==> config.mk <==
export PLATFORM = sky130hd
export DESIGN_NAME = cc_reorder_issue_ctrl_flat
export DESIGN_NICKNAME = d
export VERILOG_FILES = /design/src/rtl/cc_reorder_issue_ctrl_if.sv /design/src/rtl/cc_reorder_issue_ctrl.sv /design/src/flat_wrapper.sv
export SDC_FILE = /design/constraint.sdc
export NUM_CORES = 1
export LEC_CHECK = 0
export CORE_AREA = 5 5 438 440
export DETAILED_ROUTE_END_ITERATION = 6
export DIE_AREA = 0 0 443 445
export MAX_ROUTING_LAYER = met4
export PLACE_DENSITY = 0.35
export SLEW_MARGIN = 20
export SYNTH_ARGS = -nofsm -noshare
export SYNTH_HDL_FRONTEND = slang
export SYNTH_SLANG_ARGS = --single-unit
==> constraint.sdc <==
create_clock -name clk -period 26.4 [get_ports clk]
set_input_delay 6.6 -clock clk [delete_from_list [all_inputs] [get_ports clk]]
set_output_delay 6.6 -clock clk [all_outputs]
set_load 0.01 [all_outputs]
==> src/rtl/cc_reorder_issue_ctrl_if.sv <==
// Signal bundle between the reorder issue sequencer and its lookup, flag/data FIFO, AXI AR and R-observe neighbours.
// Defining CC_ISSUE_PERF_CNT_EN adds the performance counter outputs.
interface cc_reorder_issue_ctrl_if #(
  parameter int ADDR_WIDTH = 32,
  parameter int CNT_WIDTH  = 4
);
  logic                  lookup_valid_i;
  logic                  lookup_ready_o;
  logic                  lookup_hit_i;
  logic [ADDR_WIDTH-1:0] lookup_addr_i;
  logic [511:0]          lookup_data_i;
  logic                  hit_flag_fifo_afull_i;
  logic                  hit_flag_fifo_wren_o;
  logic                  hit_flag_fifo_wdata_o;
  logic                  hit_data_fifo_afull_i;
  logic                  hit_data_fifo_wren_o;
  logic [517:0]          hit_data_fifo_wdata_o;
  logic                  mem_arvalid_o;
  logic                  mem_arready_i;
  logic [ADDR_WIDTH-1:0] mem_araddr_o;
  logic [3:0]            mem_arlen_o;
  logic [2:0]            mem_arsize_o;
  logic [1:0]            mem_arburst_o;
  logic                  mem_rvalid_i;
  logic                  mem_rready_i;
  logic                  mem_rlast_i;
  logic [CNT_WIDTH-1:0]  outstanding_o;
  logic                  err_o;
`ifdef CC_ISSUE_PERF_CNT_EN
  logic [31:0]           perf_hit_cnt_o;
  logic [31:0]           perf_miss_cnt_o;
  logic [31:0]           perf_stall_cnt_o;
`endif

  modport master (
    input  lookup_valid_i, lookup_hit_i, lookup_addr_i, lookup_data_i,
           hit_flag_fifo_afull_i, hit_data_fifo_afull_i, mem_arready_i,
           mem_rvalid_i, mem_rready_i, mem_rlast_i,
    output lookup_ready_o, hit_flag_fifo_wren_o, hit_flag_fifo_wdata_o,
           hit_data_fifo_wren_o, hit_data_fifo_wdata_o, mem_arvalid_o,
           mem_araddr_o, mem_arlen_o, mem_arsize_o, mem_arburst_o,
           outstanding_o, err_o
`ifdef CC_ISSUE_PERF_CNT_EN
    , output perf_hit_cnt_o, perf_miss_cnt_o, perf_stall_cnt_o
`endif
  );

  modport slave (
    output lookup_valid_i, lookup_hit_i, lookup_addr_i, lookup_data_i,
           hit_flag_fifo_afull_i, hit_data_fifo_afull_i, mem_arready_i,
           mem_rvalid_i, mem_rready_i, mem_rlast_i,
    input  lookup_ready_o, hit_flag_fifo_wren_o, hit_flag_fifo_wdata_o,
           hit_data_fifo_wren_o, hit_data_fifo_wdata_o, mem_arvalid_o,
           mem_araddr_o, mem_arlen_o, mem_arsize_o, mem_arburst_o,
           outstanding_o, err_o
`ifdef CC_ISSUE_PERF_CNT_EN
    , input perf_hit_cnt_o, perf_miss_cnt_o, perf_stall_cnt_o
`endif
  );
endinterface

==> src/rtl/cc_reorder_issue_ctrl.sv <==
// Issue sequencer ahead of the reorder unit: writes one hit/miss flag per lookup, pushes hit data, issues AR wrap bursts for misses.
// Optional macro CC_ISSUE_PERF_CNT_EN adds hit/miss/stall performance counters.
module cc_reorder_issue_ctrl #(
  parameter int MAX_OUTSTANDING = 4,
  parameter int ADDR_WIDTH      = 32,
  parameter int CNT_WIDTH       = 4
) (
  input logic                     clk,
  input logic                     rst,
  cc_reorder_issue_ctrl_if.master bus
);
  typedef enum logic {IDLE = 1'b0, AR_WAIT = 1'b1} state_t;

  localparam logic [CNT_WIDTH-1:0] MAX_CNT = CNT_WIDTH'(MAX_OUTSTANDING);
  localparam logic [CNT_WIDTH-1:0] CNT_ONE = CNT_WIDTH'(1);

  state_t                state_reg, state_next;
  logic                  lookup_ready;
  logic                  accept_hit, accept_miss, retire;
  logic                  flag_wren_reg, flag_wdata_reg, data_wren_reg;
  logic [517:0]          data_wdata_reg;
  logic [ADDR_WIDTH-1:0] araddr_reg;
  logic [CNT_WIDTH-1:0]  outstanding_reg, outstanding_next;
  logic                  err_reg, err_next;

  assign accept_hit  = bus.lookup_valid_i & lookup_ready & bus.lookup_hit_i;
  assign accept_miss = bus.lookup_valid_i & lookup_ready & ~bus.lookup_hit_i;
  assign retire      = bus.mem_rvalid_i & bus.mem_rready_i & bus.mem_rlast_i;

  always_ff @(posedge clk or posedge rst) begin
    if (rst) state_reg <= IDLE;
    else     state_reg <= state_next;
  end

  always_comb begin
    state_next = state_reg;
    case (state_reg)
      IDLE:    if (accept_miss) state_next = AR_WAIT;
      AR_WAIT: if (bus.mem_arready_i) state_next = IDLE;
      default: state_next = IDLE;
    endcase
  end

  // arvalid is the AR_WAIT state itself, so an async reset drops it at once.
  always_comb begin
    lookup_ready = (state_reg == IDLE) & ~bus.hit_flag_fifo_afull_i &
                   ~bus.hit_data_fifo_afull_i & (outstanding_reg < MAX_CNT);
    bus.lookup_ready_o        = lookup_ready;
    bus.mem_arvalid_o         = (state_reg == AR_WAIT);
    bus.mem_araddr_o          = araddr_reg;
    bus.mem_arlen_o           = 4'd7;
    bus.mem_arsize_o          = 3'd3;
    bus.mem_arburst_o         = 2'b10;
    bus.hit_flag_fifo_wren_o  = flag_wren_reg;
    bus.hit_flag_fifo_wdata_o = flag_wdata_reg;
    bus.hit_data_fifo_wren_o  = data_wren_reg;
    bus.hit_data_fifo_wdata_o = data_wdata_reg;
    bus.outstanding_o         = outstanding_reg;
    bus.err_o                 = err_reg;
  end

  always_ff @(posedge clk or posedge rst) begin
    if (rst) begin
      flag_wren_reg  <= 1'b0;
      flag_wdata_reg <= 1'b0;
      data_wren_reg  <= 1'b0;
      data_wdata_reg <= '0;
      araddr_reg     <= '0;
    end else begin
      flag_wren_reg  <= accept_hit | accept_miss;
      flag_wdata_reg <= accept_hit;
      data_wren_reg  <= accept_hit;
      if (accept_hit)
        data_wdata_reg <= {bus.lookup_addr_i[5:0], bus.lookup_data_i};
      // Critical word first: align to the 8-byte beat inside the wrap burst.
      if (accept_miss)
        araddr_reg <= {bus.lookup_addr_i[ADDR_WIDTH-1:3], 3'b000};
    end
  end

  // A retire with nothing in flight is a protocol error; the count never underflows.
  always_comb begin
    outstanding_next = outstanding_reg;
    err_next         = err_reg | (retire & (outstanding_reg == '0));
    if (accept_miss & ~retire)
      outstanding_next = outstanding_reg + CNT_ONE;
    else if (~accept_miss & retire & (outstanding_reg != '0))
      outstanding_next = outstanding_reg - CNT_ONE;
  end

  always_ff @(posedge clk or posedge rst) begin
    if (rst) begin
      outstanding_reg <= '0;
      err_reg         <= 1'b0;
    end else begin
      outstanding_reg <= outstanding_next;
      err_reg         <= err_next;
    end
  end

`ifdef CC_ISSUE_PERF_CNT_EN
  logic [2:0] perf_inc;
  assign perf_inc = {bus.lookup_valid_i & ~lookup_ready, accept_miss, accept_hit};

  for (genvar gi = 0; gi < 3; gi++) begin : g_perf
    logic [31:0] cnt_reg;
    always_ff @(posedge clk or posedge rst) begin
      if (rst)               cnt_reg <= '0;
      else if (perf_inc[gi]) cnt_reg <= cnt_reg + 32'd1;
    end
  end

  assign bus.perf_hit_cnt_o   = g_perf[0].cnt_reg;
  assign bus.perf_miss_cnt_o  = g_perf[1].cnt_reg;
  assign bus.perf_stall_cnt_o = g_perf[2].cnt_reg;
`endif
endmodule

==> src/flat_wrapper.sv <==
// flat-port wrapper written by rule: the top's interface ports become plain ports
module cc_reorder_issue_ctrl_flat 
#(
  parameter int MAX_OUTSTANDING = 4,
  parameter int ADDR_WIDTH      = 32,
  parameter int CNT_WIDTH       = 4
)
  (clk, rst, bus_lookup_valid_i, bus_lookup_hit_i, bus_lookup_addr_i, bus_lookup_data_i, bus_hit_flag_fifo_afull_i, bus_hit_data_fifo_afull_i, bus_mem_arready_i, bus_mem_rvalid_i, bus_mem_rready_i, bus_mem_rlast_i, bus_lookup_ready_o, bus_hit_flag_fifo_wren_o, bus_hit_flag_fifo_wdata_o, bus_hit_data_fifo_wren_o, bus_hit_data_fifo_wdata_o, bus_mem_arvalid_o, bus_mem_araddr_o, bus_mem_arlen_o, bus_mem_arsize_o, bus_mem_arburst_o, bus_outstanding_o, bus_err_o);
  cc_reorder_issue_ctrl_if #(.ADDR_WIDTH(ADDR_WIDTH), .CNT_WIDTH(CNT_WIDTH)) bus_i ();
  input logic clk;
  input logic rst;
  input wire logic [$bits(bus_i.lookup_valid_i)-1:0] bus_lookup_valid_i;
  input wire logic [$bits(bus_i.lookup_hit_i)-1:0] bus_lookup_hit_i;
  input wire logic [$bits(bus_i.lookup_addr_i)-1:0] bus_lookup_addr_i;
  input wire logic [$bits(bus_i.lookup_data_i)-1:0] bus_lookup_data_i;
  input wire logic [$bits(bus_i.hit_flag_fifo_afull_i)-1:0] bus_hit_flag_fifo_afull_i;
  input wire logic [$bits(bus_i.hit_data_fifo_afull_i)-1:0] bus_hit_data_fifo_afull_i;
  input wire logic [$bits(bus_i.mem_arready_i)-1:0] bus_mem_arready_i;
  input wire logic [$bits(bus_i.mem_rvalid_i)-1:0] bus_mem_rvalid_i;
  input wire logic [$bits(bus_i.mem_rready_i)-1:0] bus_mem_rready_i;
  input wire logic [$bits(bus_i.mem_rlast_i)-1:0] bus_mem_rlast_i;
  output wire logic [$bits(bus_i.lookup_ready_o)-1:0] bus_lookup_ready_o;
  output wire logic [$bits(bus_i.hit_flag_fifo_wren_o)-1:0] bus_hit_flag_fifo_wren_o;
  output wire logic [$bits(bus_i.hit_flag_fifo_wdata_o)-1:0] bus_hit_flag_fifo_wdata_o;
  output wire logic [$bits(bus_i.hit_data_fifo_wren_o)-1:0] bus_hit_data_fifo_wren_o;
  output wire logic [$bits(bus_i.hit_data_fifo_wdata_o)-1:0] bus_hit_data_fifo_wdata_o;
  output wire logic [$bits(bus_i.mem_arvalid_o)-1:0] bus_mem_arvalid_o;
  output wire logic [$bits(bus_i.mem_araddr_o)-1:0] bus_mem_araddr_o;
  output wire logic [$bits(bus_i.mem_arlen_o)-1:0] bus_mem_arlen_o;
  output wire logic [$bits(bus_i.mem_arsize_o)-1:0] bus_mem_arsize_o;
  output wire logic [$bits(bus_i.mem_arburst_o)-1:0] bus_mem_arburst_o;
  output wire logic [$bits(bus_i.outstanding_o)-1:0] bus_outstanding_o;
  output wire logic [$bits(bus_i.err_o)-1:0] bus_err_o;
  assign bus_i.lookup_valid_i = bus_lookup_valid_i;
  assign bus_i.lookup_hit_i = bus_lookup_hit_i;
  assign bus_i.lookup_addr_i = bus_lookup_addr_i;
  assign bus_i.lookup_data_i = bus_lookup_data_i;
  assign bus_i.hit_flag_fifo_afull_i = bus_hit_flag_fifo_afull_i;
  assign bus_i.hit_data_fifo_afull_i = bus_hit_data_fifo_afull_i;
  assign bus_i.mem_arready_i = bus_mem_arready_i;
  assign bus_i.mem_rvalid_i = bus_mem_rvalid_i;
  assign bus_i.mem_rready_i = bus_mem_rready_i;
  assign bus_i.mem_rlast_i = bus_mem_rlast_i;
  assign bus_lookup_ready_o = bus_i.lookup_ready_o;
  assign bus_hit_flag_fifo_wren_o = bus_i.hit_flag_fifo_wren_o;
  assign bus_hit_flag_fifo_wdata_o = bus_i.hit_flag_fifo_wdata_o;
  assign bus_hit_data_fifo_wren_o = bus_i.hit_data_fifo_wren_o;
  assign bus_hit_data_fifo_wdata_o = bus_i.hit_data_fifo_wdata_o;
  assign bus_mem_arvalid_o = bus_i.mem_arvalid_o;
  assign bus_mem_araddr_o = bus_i.mem_araddr_o;
  assign bus_mem_arlen_o = bus_i.mem_arlen_o;
  assign bus_mem_arsize_o = bus_i.mem_arsize_o;
  assign bus_mem_arburst_o = bus_i.mem_arburst_o;
  assign bus_outstanding_o = bus_i.outstanding_o;
  assign bus_err_o = bus_i.err_o;
  cc_reorder_issue_ctrl #(.MAX_OUTSTANDING(MAX_OUTSTANDING), .ADDR_WIDTH(ADDR_WIDTH), .CNT_WIDTH(CNT_WIDTH)) u_core (.clk(clk), .rst(rst), .bus(bus_i));
endmodule
* Word-level counts from Yosys, hierarchy flattened
Index checks and enable logic that the tools add are counted.
Word-level totals: bits in registers 555, input bits 554, output and inout bits 569, logic and storage cells 38
Cells by class: add/sub/neg operators 2, magnitude comparators 1, mux-type cells 5, bitwise gates (word level) 20, reduce and logical (&&, ||, !) cells 3
Operators by type and width (count):
- $and A1 B1 Y1 | 12
- $mux W4 | 2
- $not A1 Y1 | 6
- $add A4 B1 Y4 const B | 1
- $logic_not A4 Y1 | 1
- $lt A4 B3 Y1 const B | 1
- $reduce_bool A4 Y1 | 1
- $sub A4 B1 Y4 const B | 1
- $mux W1 | 2
- $or A1 B1 Y1 | 2
- $pmux W1 S2 | 1
- $reduce_bool A2 Y1 | 1

* Logic depth before layout (Yosys ltp)
Gate-level depths: netlist (run 1).
depth in word-level cells 11, gate-level depth with buffers 8, depth with buffers taken out 8

* Worst setup path after synthesis (run 1)
Ideal clock, no wire load.
kind input to output, start input bus_hit_data_fifo_afull_i, end output bus_lookup_ready_o, data arrival time 7.050 ns, slack 12.750 ns, stages 2, buffers on the path 0, path through nor4_4 and2_4
Between the ends: word-level cells in the longest chain between the ends 3
RTL lines:
- start, declared | line flat_wrapper.sv:17 | input wire logic [$bits(bus_i.hit_data_fifo_afull_i)-1:0] bus_hit_data_fifo_afull_i;
- $not A1 Y1 | line cc_reorder_issue_ctrl.sv:47 | ~bus.hit_data_fifo_afull_i & (outstanding_reg < MAX_CNT);
- $and A1 B1 Y1 | line cc_reorder_issue_ctrl.sv:46 | lookup_ready = (state_reg == IDLE) & ~bus.hit_flag_fifo_afull_i &
- $and A1 B1 Y1 | line cc_reorder_issue_ctrl.sv:47
- end, declared | line flat_wrapper.sv:22 | output wire logic [$bits(bus_i.lookup_ready_o)-1:0] bus_lookup_ready_o;
No other way between the ends.

* Final worst setup path (run 1)
Same ends and word-level chain as after synthesis.

==> run_results.csv, run 1 <==
group,metric,value,unit
run_status,status,"finished, final reports clean",
die,rows,159,
global_routing,globalRouteMet3Util,4.25,%
logic_synthesis,synth.distinct_cells,33,
setup_path,path_max_fanout,5,
die,initial_core_util,12.5,%
global_routing,antenna_found_initial,23,
clock_network,cts_sinks,555,
pwr,power.internal,0.00320,W
sta,finalMaxSlewViolations,0,
clock_network,post_cts_resized,0,
min_path,hold_depth,2,
sta,relSlewSlack,30.0,%
pwr,seqPwrFrac,33.2,%
die,ios,1123,
sta,fin_crit_sh,55.6,%
sta,tightest_slew,1.05,ns
setup_path,r2r_start,"u_core.bus.outstanding_o[3]",
global_routing,grt_max_degree,115,
drt,drc,0,
global_routing,grtUsageTotal,10.7,%
clock_network,tritoncts,"yes",
pwr,power.switching,0.00145,W
place,gp_congestion,0.775,
clock_network,htree_levels,3,
pwr,clkPwrFrac,23.2,%
drt,route.vias.total,14995,
logic_synthesis,synth_top_family_by_area,"multiplexers",
pwr,ir_worst_vdd,0.0000614,V
sta,skew,0.0232,ns
logic_synthesis,synthXorXnorAreaFrac,0.0747,%
drt,ant_nets,0,
sta,finalSetupViolations,0,
die,die-width,443,um
sta,hold_violations,0,
pwr,p_sw_share,31.2,%
finish,final_cell_area,39300,sq um
global_routing,gr-usage-met2,18.2,%
finish,syn_to_final_growth,67.4,%
clock_network,worstSkewPairLatency,0.69,ns
logic_synthesis,synthCells,1270,
sta,tns,0,ns
logic_synthesis,synth_simple_gate_area_share,1.84,%
clock_network,cts_hold_buf,0,
place,io_buffer_count,1110,
setup_path,r2r_end,"u_core.bus.hit_data_fifo_wdata_o[294]",
place,dpl_cell_area,36600,sq um
min_path,hp-start,"u_core.bus.mem_araddr_o[11]",
die,coreArea,187000,sq um
finish,drive_above_1_share,26.7,%
finish,final_common_cell,"clkdlybuf4s50_1",
global_routing,grt.busiest_layer,"met2",
logic_synthesis,yosys_warnings,0,
sta,fmax,0.0681,GHz
clock_network,root_buffer,"clkbuf_16",
die,fp.dieH,445,um
finish,final_cell_mix,"1110 x clkdlybuf4s50_1, 555 x dfrtp_1, 500 x mux2_4",
logic_synthesis,synth.avg_cell_area,18.5,sq um
setup_path,crit_path_start_kind,"input pin",
pwr,p_leak,16.3,nW
setup_path,crit_required,19.80,ns
place,hpwl,83300,um
drt,wl,107000,um
min_path,hold_path.class,"reg2reg",
logic_synthesis,synthAdderAreaFrac,0.192,%
logic_synthesis,yosys_register_bits,555,
sta,rsz0062_at_grt,"no",
finish,nets,2970,
logic_synthesis,yosysSeqAreaShare,59.2,%
global_routing,grt_overflow_total,0,
sta,hold_slack,0.470,ns
drt,drt-wirelength-per-cell,21.4,um
pwr,comb_power_share,43.6,%
pwr,p_per_area,118,nW/um^2
setup_path,crit_type,"in2out",
global_routing,grt_pass1_wl,144000,um
setup_path,r2r_slack,20.89,ns
min_path,whs_endpoint,"u_core.bus.mem_araddr_o[11]",
logic_synthesis,synth_compound_gate_area_share,0.229,%
clock_network,post_cts_buffers,0,
drt,dr.pass1.iters,4,
drt,viasPerCell,3.01,
logic_synthesis,synth-edff-count,0,
die,dieArea,197000,sq um
job,max-cap-violations,0,
logic_synthesis,syn_area,23400,sq um
logic_synthesis,synth_top_flop_cell,"dfrtp_1",
logic_synthesis,async_reset_ff_share,100,%
logic_synthesis,synth_mux_area_share,32.9,%
setup_path,cp.arrival,8.09,ns
clock_network,cts.reportedPaths.clkPinSlew,0.06,ns
global_routing,use_met1,11.1,%
setup_path,cp-end-kind,"primary output",
drt,drt_iter0_markers,574,
global_routing,grt_pass1_vias,16776,
clock_network,clockBufferDepth,3,
sta,fin_crit,14.69,ns
setup_path,reg2regPathDepth,8,
clock_network,cts_made_buffers,78,
finish,nFillCells,20016,
[metrics by stage]
stage	instances	total power (W)	utilization, %	setup WS (ns)
finish	4989	0.00464	21.0	11.71
global route	4988	0.00489	21.0	11.61
CTS	4968	0.00477	20.9	11.68
detailed placement	4828	0.00362	19.6	11.69
global placement	4828	0.00364	19.6	11.70
floorplan	1280	0.00234	-	4.28
[power by group through the flow]
| stage | combinational, W | sequential [W] | clock (W) |
|---|---|---|---|
| after CTS | 0.00208 | 0.00155 | 0.00113 |
| after global placement | 0.00208 | 0.00155 | 0 |
| final | 0.00202 | 0.00154 | 0.00108 |
| after detailed placement | 0.00208 | 0.00155 | 0 |
| after floorplan | 0.000644 | 0.00170 | 0 |
| after global routing | 0.00213 | 0.00160 | 0.00116 |
[routing by layer]
| metal | routed length (um) | up-vias |
|---|---|---|
| met5 | 0 | - |
| met4 | 3640 | 0 |
| met3 | 8300 | 141 |
| met2 | 54900 | 632 |
| met1 | 39700 | 7507 |
| li1 | - | 6715 |
[sequential cells by signal, summed over array words and instances, names as in the netlist]
register,flops
u_core.bus.hit_flag_fifo_wdata_o,1
u_core.bus.mem_araddr_o,29
u_core.bus.hit_flag_fifo_wren_o,1
u_core.bus.outstanding_o,4
u_core.bus.hit_data_fifo_wdata_o,518
u_core.bus.mem_arvalid_o,1
u_core.bus.err_o,1
[worst max path at each step]
stage	to	slack (ns)	startpoint
CTS	bus_lookup_ready_o	11.68	bus_hit_data_fifo_afull_i
global route	bus_lookup_ready_o	11.61	bus_hit_data_fifo_afull_i
global placement	bus_lookup_ready_o	11.70	bus_hit_data_fifo_afull_i
finish	bus_lookup_ready_o	11.71	bus_hit_data_fifo_afull_i
detailed placement	bus_lookup_ready_o	11.69	bus_hit_data_fifo_afull_i
floorplan	u_core.bus.err_o	4.28	rst
[cells in the mapped netlist, types with 3 or more instances]
cell      count  share of area (%)
dfrtp_1     555                 59
mux2_4      500                 32
nand2_1      89                1.4
buf_12       56                4.8
mux2_2       15               0.72
buf_4        13               0.42
clkbuf_1      4              0.064
mux2_1        4               0.19
inv_1         3              0.048
[cell type report]
cell class                 instances  area (sq um)  area share (%)
sequential                       555         13900            35.4
antenna                           21          52.6           0.134
timing repair buffer            1130         11300            28.7
clock buffer                     115          2280            5.81
multi-input combinational        645          8310            21.2
clock inverter                    25           303           0.771
inverter                           3          18.8          0.0478
tap                             2495          3120            7.95
[logic make-up (layout without fill, tap and decap cells)]
family          Yosys count  count (layout)
xor+xnor                  2               2
compound gates            8               8
mux                     519             519
fa+ha+maj                 3               3
flops                   555             555
simple gates            101             101
buf+inv                  80            1273
other cells               2              33
[worst max-delay path: stages]
cell,delay (ns)
clkdlybuf4s50_1,0.45
nor4_4,0.31
and2_4,0.20
clkdlybuf4s50_1,0.53
Power figures use the tool's default switching activity.
==> inputs of run 2 (changes only) <==
--- a/config.mk
+++ b/config.mk
@@ -5,11 +5,11 @@
 export SDC_FILE = /design/constraint.sdc
 export NUM_CORES = 1
 export LEC_CHECK = 0
-export CORE_AREA = 5 5 438 440
+export CORE_AREA = 5 5 435 437
 export DETAILED_ROUTE_END_ITERATION = 6
-export DIE_AREA = 0 0 443 445
+export DIE_AREA = 0 0 440 442
 export MAX_ROUTING_LAYER = met4
-export PLACE_DENSITY = 0.35
+export PLACE_DENSITY = 0.36
 export SLEW_MARGIN = 20
 export SYNTH_ARGS = -nofsm -noshare
 export SYNTH_HDL_FRONTEND = slang
==> constraint.sdc (replaced) <==
create_clock -name clk -period 11.9 [get_ports clk]
set_input_delay 2.975 -clock clk [delete_from_list [all_inputs] [get_ports clk]]
set_output_delay 2.975 -clock clk [all_outputs]
set_load 0.01 [all_outputs]
==> run_results.csv, run 2 (synthesis results as in run 1) <==
group,metric,value,unit
place,dp_cells,4812,
setup_path,crit_path_start_kind,"input pin",
die,die-width,440,um
job,max-cap-violations,0,
global_routing,antenna_found_initial,35,
drt,ant_nets,0,
setup_path,cp-end-kind,"primary output",
global_routing,grt_pass1_wl,159000,um
clock_network,cts_hold_buf,0,
setup_path,r2r_slack,7.91,ns
clock_network,post_cts_resized,0,
setup_path,cp.arrival,4.52,ns
die,fp.dieH,442,um
setup_path,path_max_fanout,5,
finish,final_common_cell,"clkdlybuf4s50_1",
drt,wl,121000,um
finish,final_cells,4985,
clock_network,cts_made_buffers,78,
min_path,whs_endpoint,"u_core.bus.mem_araddr_o[6]",
clock_network,htree_levels,3,
sta,fin_crit_sh,63.0,%
drt,dr.pass1.iters,7,
global_routing,grtUsageTotal,12.3,%
min_path,hp-start,"u_core.bus.mem_araddr_o[6]",
sta,fin_crit,7.50,ns
finish,final_cell_mix,"1110 x clkdlybuf4s50_1, 555 x dfrtp_1, 500 x mux2_4",
die,initial_core_util,12.7,%
die,dieArea,194000,sq um
sta,tightest_slew,1.06,ns
setup_path,crit_start,"bus_hit_data_fifo_afull_i",
drt,drt-wirelength-per-cell,24.2,um
drt,route.vias.total,15066,
min_path,hold_depth,2,
clock_network,root_buffer,"clkbuf_16",
sta,tns,0,ns
clock_network,tritoncts,"yes",
place,gp_congestion,0.817,
sta,rsz0062_at_grt,"no",
setup_path,crit_type,"in2out",
global_routing,grt_overflow_total,0,
clock_network,post_cts_buffers,0,
pwr,p_leak,16.3,nW
drt,drc,0,
sta,finalMaxSlewViolations,0,
run_status,status,"finished, final reports clean",
drt,viasPerCell,3.02,
sta,hold_violations,0,
place,pre_cts_ws,4.38,ns
setup_path,crit_required,8.93,ns
clock_network,worstSkewPairLatency,0.68,ns
place,hpwl,96400,um
sta,finalSetupViolations,0,
drt,drt_iter0_markers,587,
sta,setup_ws,4.40,ns
setup_path,r2r_start,"u_core.bus.outstanding_o[3]",
clock_network,cts_sinks,555,
setup_path,r2r_end,"u_core.bus.hit_data_fifo_wdata_o[405]",
die,ios,1123,
sta,fmax,0.133,GHz
die,coreArea,185000,sq um
sta,relSlewSlack,29.5,%
finish,syn_to_final_growth,68.2,%
finish,nets,2969,
global_routing,grt_pass1_vias,16373,
pwr,p_per_area,269,nW/um^2
min_path,hold_path.class,"reg2reg",
clock_network,cts.reportedPaths.clkPinSlew,0.06,ns
sta,skew,0.0225,ns
pwr,ir_worst_vdd,0.000132,V
clock_network,clockBufferDepth,3,
finish,largest_reg_flops,518,
finish,drive_above_1_share,26.7,%
die,rows,158,
setup_path,reg2regPathDepth,7,
global_routing,grt_max_degree,144,
place,io_buffer_count,1110,
-- run 2: cell count changes in the layout (fill, tap and decap cells not counted), moves of 2 or more --
cell        previous run  this run
clkinv_16              0         2
buf_12                 1         6
clkinv_2              10         6
inv_16                 2         0
clkinvlp_4             1         4
diode_2               21        31
buf_4                 19        13
bufinv_16              4         7
clkbuf_8              17        19
-- run 2: final cells by class --
cell class / instances / area, sq um
sequential: 555 / 13900
tap: 2480 / 3100
inverter: 3 / 15.0
clock inverter: 24 / 383
timing repair buffer: 1129 / 11300
antenna: 31 / 77.6
fill: 19819 / 145000
clock buffer: 118 / 2330
multi-input combinational: 645 / 8310
-- run 2: layer usage --
layer	wire length (um)	global-route usage (%)
met1	47300	13.6
met2	63100	21.8
met3	8500	4.09
met4	1930	2.36
met5	0	-
-- run 2: how the worst max path moves through the flow --
stage                         end  slack (ns)  cells after the start
3_5_place_dp   bus_lookup_ready_o        4.38                      4
5_1_grt        bus_lookup_ready_o        4.32                      4
6_report       bus_lookup_ready_o        4.40                      4
2_1_floorplan    u_core.bus.err_o        1.37                      1
3_3_place_gp   bus_lookup_ready_o        4.39                      4
4_1_cts        bus_lookup_ready_o        4.38                      4
-- run 2: worst max-delay path: stages --
cell	delay [ns]
clkdlybuf4s50_1	0.50
nor4_4	0.32
and2_4	0.20
clkdlybuf4s50_1	0.53
-- run 2: power breakdown --
group / total [W] / leakage (nW) / internal (W) / switching (W)
sequential: 0.00347 / 6.81 / 0.00282 / 0.000650
clock: 0.00250 / 1.32 / 0.00151 / 0.000984
combinational: 0.00466 / 8.21 / 0.00285 / 0.00181
total: 0.0106 / 16.3 / 0.00718 / 0.00345
-- run 2: metrics by stage --
step	utilization (%)	hold WS (ns)	power (W)	cell area [sq um]
4_1_cts	21.3	0.476	0.0109	39400
2_1_floorplan	-	0.503	0.00520	23500
5_1_grt	21.4	0.497	0.0112	39400
6_report	21.4	0.473	0.0106	39400
3_3_place_gp	19.8	0.464	0.00832	36600
3_5_place_dp	19.8	0.461	0.00830	36600
==> patch: new RTL, flow settings as in run 1 <==
`CNT_WIDTH` is set to 4 in 3 places; all go to 6.
--- a/src/rtl/cc_reorder_issue_ctrl_if.sv
+++ b/src/rtl/cc_reorder_issue_ctrl_if.sv
@@ -2,7 +2,7 @@
 // Defining CC_ISSUE_PERF_CNT_EN adds the performance counter outputs.
 interface cc_reorder_issue_ctrl_if #(
   parameter int ADDR_WIDTH = 32,
-  parameter int CNT_WIDTH  = 4
+  parameter int CNT_WIDTH  = 6
 );
   logic                  lookup_valid_i;
   logic                  lookup_ready_o;
--- a/src/rtl/cc_reorder_issue_ctrl.sv
+++ b/src/rtl/cc_reorder_issue_ctrl.sv
@@ -3,7 +3,7 @@
 module cc_reorder_issue_ctrl #(
   parameter int MAX_OUTSTANDING = 4,
   parameter int ADDR_WIDTH      = 32,
-  parameter int CNT_WIDTH       = 4
+  parameter int CNT_WIDTH       = 6
 ) (
   input logic                     clk,
   input logic                     rst,
--- a/src/flat_wrapper.sv
+++ b/src/flat_wrapper.sv
@@ -3,7 +3,7 @@
 #(
   parameter int MAX_OUTSTANDING = 4,
   parameter int ADDR_WIDTH      = 32,
-  parameter int CNT_WIDTH       = 4
+  parameter int CNT_WIDTH       = 6
 )
   (clk, rst, bus_lookup_valid_i, bus_lookup_hit_i, bus_lookup_addr_i, bus_lookup_data_i, bus_hit_flag_fifo_afull_i, bus_hit_data_fifo_afull_i, bus_mem_arready_i, bus_mem_rvalid_i, bus_mem_rready_i, bus_mem_rlast_i, bus_lookup_ready_o, bus_hit_flag_fifo_wren_o, bus_hit_flag_fifo_wdata_o, bus_hit_data_fifo_wren_o, bus_hit_data_fifo_wdata_o, bus_mem_arvalid_o, bus_mem_araddr_o, bus_mem_arlen_o, bus_mem_arsize_o, bus_mem_arburst_o, bus_outstanding_o, bus_err_o);
   cc_reorder_issue_ctrl_if #(.ADDR_WIDTH(ADDR_WIDTH), .CNT_WIDTH(CNT_WIDTH)) bus_i ();
Interface: changed (resized bus_outstanding_o); port bits go from 1123 to 1125. The function was not compared with the original's and may differ.
==> patch against run 1 <==
- clock skew increased by 0.0026 ns
- critical path depth down 1
- power down 5.4%
- first-iteration DRC count rose by 120%
- sequential cell count is 2 higher
- area after synthesis fell by 10%
- setup slack worse by 0.21 ns
- final area is 3.6% lower
- wire length grew 34%
==> patch: results (changes against run 1) <==
Outcome:
- The run finished with clean final reports.

Global route:
- The met2 usage came to 0.237 (+0.0554).
- The met3 demand-to-capacity share in global routing is 0.0526 (+0.0101).
- The maximum number of pins on one net before global-route repair was 170 (+48%).

Drt:
- The met3 layer wire length in the routed design is 10.9 mm (+32%).
- The total routed wire length on the met1 layer is 59.7 mm (+50%).
- The total via count after detailed routing is 19800 (+32%).
- The detailed route wirelength on metal2 is 69.8 mm (+27%).

Yosys:
- The multiplexer area fraction after synthesis came to 0.0174 (-0.312).
- In the post-synthesis netlist, the biggest area contributors are dfrtp_1 (66%), nand2_1 (28%), mux2_2 (1.5%).
- The post-synthesis share of cell area spent on full adders, half adders and majority gates is 0.00332 (+0.00140).
- The synthesized area per cell is 9.11 sq um (-51%).
- The synthesized-area fraction occupied by xor and xnor cells is 0.00208 (+0.00133).

Power:
- The static power due to leakage is 17.6 nW (+8.2%).
- The sequential share of power is 0.341 (+0.009).
- The sequential cell power is 1.50 mW (-3%).
- The peak supply drop is 51.3 uV (-16%).

Critical path:
- The top fanout value on the critical path came to 4 (-1).
- The reg-to-reg setup timing slack was 21.73 ns (+0.84 ns).
- The cell count of the worst reg-to-reg path was 7 (-1).
- The end of the worst register-to-register path is u_core.bus.hit_data_fifo_wdata_o[101].

Finish:
- The net count reported at finish was 3970 (+34%).
- The share of final-layout standard cells stronger than drive strength 1 is 0.0536 (-0.213).
- The number of filler instances in the final layout was 20800 (+3.8%).

Placement:
- The post-place instance area is 0.0350 sq mm (-4.4%).
- The detailed placer's ending HPWL is 114 mm (+37%).
- The number of port buffers is 1112 (+0.18%).
- The post-placement cell count is 5822 (+21%).
- The routability congestion estimate from global placement was 0.885 (+14%).

STA:
- The setup skew after layout came to 0.0258 ns (+0.00264 ns).
- The share of the cycle needed by the critical path after routing was 0.564 (+0.00797).

Clocking:
- The number of CTS-inserted buffers is 81 (+3.8%).

Hold path:
- The worst hold path begins at u_core.bus.hit_data_fifo_wdata_o[460].
-- patch: cell type report --
cell class / instances / area [sq um] / area share
Timing Repair Buffer: 1133 / 11400 / 0.300
Clock buffer: 118 / 2380 / 0.0628
Antenna cell: 62 / 155 / 0.00410
Clock inverter: 24 / 274 / 0.00724
Inverter: 2 / 15.0 / 0.000397
Tap cell: 2495 / 3120 / 0.0825
Multi-Input combinational cell: 1636 / 6600 / 0.174
Sequential cell: 557 / 13900 / 0.368
-- patch: through the flow --
| step | setup slack [ns] | hold WS, ns |
|---|---|---|
| floorplan | 4.22 | 0.503 |
| global placement | 11.48 | 0.447 |
| detailed placement | 11.46 | 0.454 |
| CTS | 11.46 | 0.467 |
| global route | 11.44 | 0.472 |
| finish | 11.50 | 0.459 |
-- patch: critical path: stages --
cell,delay [ns]
clkdlybuf4s50_1,0.54
nor4_4,0.49
clkdlybuf4s50_1,0.66
